--- config.mk ---
export PLATFORM = sky130hd
export DESIGN_NAME = fab_apb_rr_arbiter
export DESIGN_NICKNAME = d
export VERILOG_FILES = /design/src/rtl/fab_apb_rr_arbiter.sv
export SDC_FILE = /design/constraint.sdc
export NUM_CORES = 1
export LEC_CHECK = 0
export CORE_MARGIN = 1
export CORE_UTILIZATION = 36
export CTS_CLUSTER_SIZE = 14
export DETAILED_ROUTE_END_ITERATION = 10
export GPL_TIMING_DRIVEN = 0
export PLACE_DENSITY = 0.84
export SLEW_MARGIN = 30
export SYNTH_ARGS = -nofsm -noshare
export SYNTH_HDL_FRONTEND = slang
export SYNTH_SLANG_ARGS = --single-unit
--- constraint.sdc ---
create_clock -name PCLK -period 1.8 [get_ports PCLK]
set_input_delay 0.36 -clock PCLK [delete_from_list [all_inputs] [get_ports PCLK]]
set_output_delay 0.36 -clock PCLK [all_outputs]
set_load 0.05 [all_outputs]
--- src/rtl/fab_apb_rr_arbiter.sv ---
`timescale 1ns/1ps
// -----------------------------------------------------------------------------
// fab_apb_rr_arbiter
//
// Round-robin arbiter plus APB3 master sequencer. NUM_REQ fabric requesters
// share one APB3 slave port. Each requester presents a single read or write
// command on REQ_VALID and holds it until it sees its REQ_DONE pulse. Commands
// are serialised into APB3 SETUP/ACCESS phases. Read data and the error flag
// come back on RSP_RDATA/RSP_ERR alongside REQ_DONE. A PREADY watchdog aborts
// an ACCESS phase that never completes.
//
// Ports
//   PCLK, PRESETN           clock, asynchronous active-low reset
//   REQ_VALID/REQ_WRITE     per-requester command valid / write select
//   REQ_ADDR, REQ_WDATA     packed per-requester address / write data
//   REQ_DONE                one-cycle completion pulse to the granted requester
//   RSP_RDATA, RSP_ERR      response, valid only while REQ_DONE is high
//   BUSY                    high whenever the sequencer is not idle
//   PSEL..PWDATA            APB3 master outputs
//   PRDATA/PREADY/PSLVERR   APB3 slave responses
//
// All outputs are registered. Each output's next value is derived from the
// FSM's next state.
// -----------------------------------------------------------------------------
module fab_apb_rr_arbiter #(
    parameter int NUM_REQ = 2,
    parameter int AW      = 16,
    parameter int DW      = 32,
    parameter int TIMEOUT = 256
) (
    input  logic                  PCLK,
    input  logic                  PRESETN,
    input  logic [NUM_REQ-1:0]    REQ_VALID,
    input  logic [NUM_REQ-1:0]    REQ_WRITE,
    input  logic [NUM_REQ*AW-1:0] REQ_ADDR,
    input  logic [NUM_REQ*DW-1:0] REQ_WDATA,
    output logic [NUM_REQ-1:0]    REQ_DONE,
    output logic [DW-1:0]         RSP_RDATA,
    output logic                  RSP_ERR,
    output logic                  BUSY,
    output logic                  PSEL,
    output logic                  PENABLE,
    output logic                  PWRITE,
    output logic [AW-1:0]         PADDR,
    output logic [DW-1:0]         PWDATA,
    input  logic [DW-1:0]         PRDATA,
    input  logic                  PREADY,
    input  logic                  PSLVERR
);

    localparam int GW  = (NUM_REQ > 1) ? $clog2(NUM_REQ) : 1;
    // A disabled watchdog still needs a legal vector width.
    localparam int WDW = (TIMEOUT > 0) ? $clog2(TIMEOUT + 1) : 1;

    localparam logic [GW-1:0]  GNT_INIT = GW'(NUM_REQ - 1);
    // Abort point. With the watchdog disabled the counter just parks at all-ones.
    localparam logic [WDW-1:0] WD_LAST  = (TIMEOUT > 0) ? WDW'(TIMEOUT - 1) : {WDW{1'b1}};

    typedef enum logic [1:0] {
        ST_IDLE   = 2'd0,
        ST_SETUP  = 2'd1,
        ST_ACCESS = 2'd2,
        ST_RESP   = 2'd3
    } state_t;

    state_t           state_reg, state_next;
    logic [GW-1:0]    last_gnt_reg, last_gnt_next;
    logic [WDW-1:0]   wdog_reg, wdog_next;

    logic [NUM_REQ-1:0] done_next;
    logic [DW-1:0]      rdata_next;
    logic               err_next;
    logic               busy_next;
    logic               psel_next;
    logic               penable_next;
    logic               pwrite_next;
    logic [AW-1:0]      paddr_next;
    logic [DW-1:0]      pwdata_next;

    logic               arb_found;
    logic [GW-1:0]      arb_gnt;

    // Per-requester views of the packed command buses.
    logic [AW-1:0] req_addr_arr  [NUM_REQ];
    logic [DW-1:0] req_wdata_arr [NUM_REQ];

    genvar gi;
    generate
        for (gi = 0; gi < NUM_REQ; gi++) begin : g_unpack
            assign req_addr_arr[gi]  = REQ_ADDR[gi*AW +: AW];
            assign req_wdata_arr[gi] = REQ_WDATA[gi*DW +: DW];
        end
    endgenerate

    // Round-robin search: start one above the last grant and wrap, so the
    // most recently served requester has the lowest priority.
    always_comb begin
        arb_found = 1'b0;
        arb_gnt   = last_gnt_reg;
        for (int k = 1; k <= NUM_REQ; k++) begin
            if (!arb_found && REQ_VALID[(int'(last_gnt_reg) + k) % NUM_REQ]) begin
                arb_found = 1'b1;
                arb_gnt   = GW'((int'(last_gnt_reg) + k) % NUM_REQ);
            end
        end
    end

    always_comb begin
        state_next    = state_reg;
        last_gnt_next = last_gnt_reg;
        wdog_next     = wdog_reg;
        done_next     = '0;
        rdata_next    = '0;
        err_next      = 1'b0;
        psel_next     = 1'b0;
        penable_next  = 1'b0;
        pwrite_next   = PWRITE;
        paddr_next    = PADDR;
        pwdata_next   = PWDATA;

        case (state_reg)
            ST_IDLE: begin
                if (arb_found) begin
                    state_next    = ST_SETUP;
                    last_gnt_next = arb_gnt;
                    paddr_next    = req_addr_arr[arb_gnt];
                    pwdata_next   = req_wdata_arr[arb_gnt];
                    pwrite_next   = REQ_WRITE[arb_gnt];
                    psel_next     = 1'b1;
                end
            end

            ST_SETUP: begin
                state_next   = ST_ACCESS;
                psel_next    = 1'b1;
                penable_next = 1'b1;
            end

            ST_ACCESS: begin
                psel_next    = 1'b1;
                penable_next = 1'b1;
                if (wdog_reg != WD_LAST) begin
                    wdog_next = wdog_reg + WDW'(1);
                end
                // PREADY is checked first so it wins over a coincident timeout.
                if (PREADY) begin
                    state_next              = ST_RESP;
                    psel_next               = 1'b0;
                    penable_next            = 1'b0;
                    done_next[last_gnt_reg] = 1'b1;
                    rdata_next              = PWRITE ? '0 : PRDATA;
                    err_next                = PSLVERR;
                end else if (TIMEOUT != 0 && wdog_reg == WD_LAST) begin
                    state_next              = ST_RESP;
                    psel_next               = 1'b0;
                    penable_next            = 1'b0;
                    done_next[last_gnt_reg] = 1'b1;
                    err_next                = 1'b1;
                end
            end

            ST_RESP: begin
                state_next = ST_IDLE;
                wdog_next  = '0;
            end

            default: begin
                state_next = ST_IDLE;
            end
        endcase

        busy_next = (state_next != ST_IDLE);
    end

    always_ff @(posedge PCLK or negedge PRESETN) begin
        if (!PRESETN) begin
            state_reg    <= ST_IDLE;
            last_gnt_reg <= GNT_INIT;
            wdog_reg     <= '0;
            REQ_DONE     <= '0;
            RSP_RDATA    <= '0;
            RSP_ERR      <= 1'b0;
            BUSY         <= 1'b0;
            PSEL         <= 1'b0;
            PENABLE      <= 1'b0;
            PWRITE       <= 1'b0;
            PADDR        <= '0;
            PWDATA       <= '0;
        end else begin
            state_reg    <= state_next;
            last_gnt_reg <= last_gnt_next;
            wdog_reg     <= wdog_next;
            REQ_DONE     <= done_next;
            RSP_RDATA    <= rdata_next;
            RSP_ERR      <= err_next;
            BUSY         <= busy_next;
            PSEL         <= psel_next;
            PENABLE      <= penable_next;
            PWRITE       <= pwrite_next;
            PADDR        <= paddr_next;
            PWDATA       <= pwdata_next;
        end
    end

endmodule

==> metrics.cfg, run 1 <==
[cts]
cts_sinks = 99
cts_tree = yes
cts_root_buf = clkbuf_16
clockBufferDepth = 2
worstSkewPairLatency_ns = 0.34
numCtsBuffers = 9
path_clk_slew_ns = 0.06
htree_levels = 3

[placement]
dpl_worst_slack_ns = -0.237
dp_hpwl_um = 9010
numPortBuffers = 222
routabilityCongestion = 0.835

[worst_hold_path]
min_path_type = reg2reg
whs_endpoint = PADDR[1]$_DFFE_PN0P_
hold_start = PADDR[1]$_DFFE_PN0P_
hold_path_depth = 2

[synthesis]
synth_xor_area_share_pct = 1.03
synthAdderAreaFrac_pct = 2.06
synth_area_per_cell_um2 = 11.3
netlist_area_mm2 = 0.00426
ys_types = 35
ys_ff_latch = 99
async_flop_share_pct = 100
synth-compound-area-share_pct = 9.11
ys_seq_area_share_pct = 58.2
ys_warn_count = 0
yosysTopAreaCell = dfrtp_1
synthMuxAreaShare_pct = 11.8
synth_top_area_share_pct = 57.6
yosys_most_used_dff = dfrtp_1
synth_edf_count = 0
synth_fp_nets = 519
yosys.area_share.simple_pct = 13.1
synth_cells = 376
synthTopCellsByArea = dfrtp_1 58%, mux2i_1 12%, o21ai_1 5.8%
synth_top_family_by_area = simple AND/OR/NAND/NOR gates

[timing]
rsz0062_at_grt = true
setup_violations = 0
post-route-min-period_ns = 1.70
fin_skew_ns = 0.00426
tightest_slew_ns = 0.559
maxSlewHeadroom_pct = 62.9
drv_slew = 0
fin_crit_sh_pct = 94.7
setup_slack_ns = 0.0960
fmax_ghz = 0.587
hold_viol_final = 0

[worst_setup_path]
cp.required_ns = 2.03
r2r.worst_path.cells = 8
crit_path_start = wdog_reg[0]$_DFFE_PN0P_
cp-start-kind = register
cp-end-kind = register
rrSetupSlack_ns = 0.1
worst-path-max-fanout = 5
rr_endpoint = BUSY$_DFF_PN0_
crit_type = reg2reg
r2r_start = wdog_reg[0]$_DFFE_PN0P_
cp_data_arrival_time_ns = 1.93

[finish]
finalNetCount = 756
nFillCells = 952
layout-drive-gt1-share_pct = 8.90
n_antenna_cell = 0
areaGrowthSynthToFinish_pct = 64.0
reg_top3 = PWDATA (32), RSP_RDATA (32), PADDR (16)

[floorplanning]
die_h_um = 111
core-area_mm2 = 0.0115
num_rows = 39
ios = 223
die-area_mm2 = 0.0123
initial_utilization_pct = 37.1
fp.dieW_um = 111

[route]
vias = 3580
drt_iter0_drc = 141
dr.pass1.iters = 4
ant_nets = 0
drcViolationCount = 0
wl_per_cell_um = 15.1
finalWirelength_um = 11500
viasPerCell = 4.70

[grt]
grt_overflow = 0
grt_pass1_wl_um = 18800
grt_max_degree = 53
antenna_found_initial = 0
grt_pass1_vias = 3871
track_usage_pct = 19.5

[power]
power.total_uw = 11600
power_density_mw_per_mm2 = 1670
power_leakage_uw = 0.00343
vdd_drop_max_v = 0.00114

[run_status]
status = finished clean

[job]
drv_cap = 0

==> synth_stat cells (3+ instances only) <==
cell / n
mux2i_1: 50
and2_1: 32
ha_1: 7
nor3_1: 3
o21ai_0: 5
dfrtp_1: 98
nand3_1: 3
o21ai_1: 49
inv_1: 5
clkbuf_1: 11
xnor2_1: 5
a21oi_1: 8
a211oi_1: 3
buf_12: 5
nand2_1: 57
nor2_1: 14
buf_2: 3
==> report_power, final <==
group / total [uW] / leakage (uW) / switching, uW / internal, uW
Combinational: 6190 / 0.00199 / 4200 / 1990
Clock: 2090 / 0.000165 / 809 / 1290
Sequential: 3350 / 0.00128 / 372 / 2980
==> layer usage <==
metal  global-route usage, %  routed length, um
met1                    20.9               4390
met2                    35.2               5960
met3                    6.56                949
met4                    7.82                172
met5                       0                  0
==> metrics by stage <==
step | hold WS (ns) | TNS [ns] | instance area [um2] | std cells | util (%)
floorplan | 0.0644 | 0 | 4260 | 376 | -
global placement | 0.468 | -317.96 | 6660 | 741 | 58.0
detailed placement | 0.329 | -11.36 | 6690 | 742 | 58.3
CTS | 0.485 | 0 | 6960 | 761 | 60.7
global route | 0.506 | -0.0251 | 6980 | 761 | 60.9
finish | 0.482 | 0 | 6980 | 761 | 60.9
==> critical path, stage by stage, from the launching register on <==
cell     delay (ns)
dfrtp_1        0.38
ha_2           0.21
nand3_1        0.08
nor2_1         0.04
ha_2           0.20
nor3_2         0.10
a21oi_1        0.07
o22a_1         0.20
or2_2          0.29
==> worst max path at each step <==
stage,depth (start not counted),end,slack [ns]
final,8,BUSY$_DFF_PN0_,0.1
after global routing,8,BUSY$_DFF_PN0_,-0.03
after CTS,8,BUSY$_DFF_PN0_,0.01
after detailed placement,7,wdog_reg[3]$_DFFE_PN0P_,-0.24
after global placement,1,RSP_RDATA[11]$_DFF_PN0_,-3.14
after floorplan,7,wdog_reg[3]$_DFFE_PN0P_,0.05
==> cell usage in the layout (no fill, tap or decap), drive strengths merged, types with 2 or more instances in the layout <==
cell type	count
dfrtp	98
nor3	3
xnor2	5
ha	7
nand3	3
a211oi	3
nand2b	2
clkinv	3
buf	14
bufinv	2
nand2	58
nor2	14
a21oi	8
clkdlybuf4s50	134
inv	5
mux2i	50
clkbuf	23
o21ai	56
dlygate4sd2	87
and2	32
==> logic make-up (layout without fill, tap and decap cells) <==
family,count (synthesis),in the layout
and+or+nand+nor,117,117
DFF,99,99
AOI/OAI and AO/OA,71,71
muxes,50,50
buffers and inverters,27,269
adders and majority gates,7,7
xor gates and xnor gates,5,5
==> cell type report <==
type / count / area (um2) / area share (%)
plain buffers: 22 / 195 / 2.80
clock buffers: 11 / 253 / 3.62
clock inverters: 5 / 75.1 / 1.08
inverters: 5 / 18.8 / 0.269
multi-input cells: 250 / 1610 / 23.1
flip-flops and latches: 99 / 2480 / 35.5
well taps: 143 / 179 / 2.56
repair buffers: 226 / 2170 / 31.1
==> what timing repair did <==
item	CTS	global route
endpoints found under the setup margin	108	64
pin swaps	0	1
hold endpoints to repair	47	0
hold buffers	1	0
gates resized for setup	98	16
setup buffers	2	0
(Power assumes the default switching activity.)
==> run 2, diff against run 1 <==
Settings changed: GPL_ROUTABILITY_DRIVEN set to 0.
==> results of run 2 <==
Final layout, timing and power as in run 1 (identical DEF).
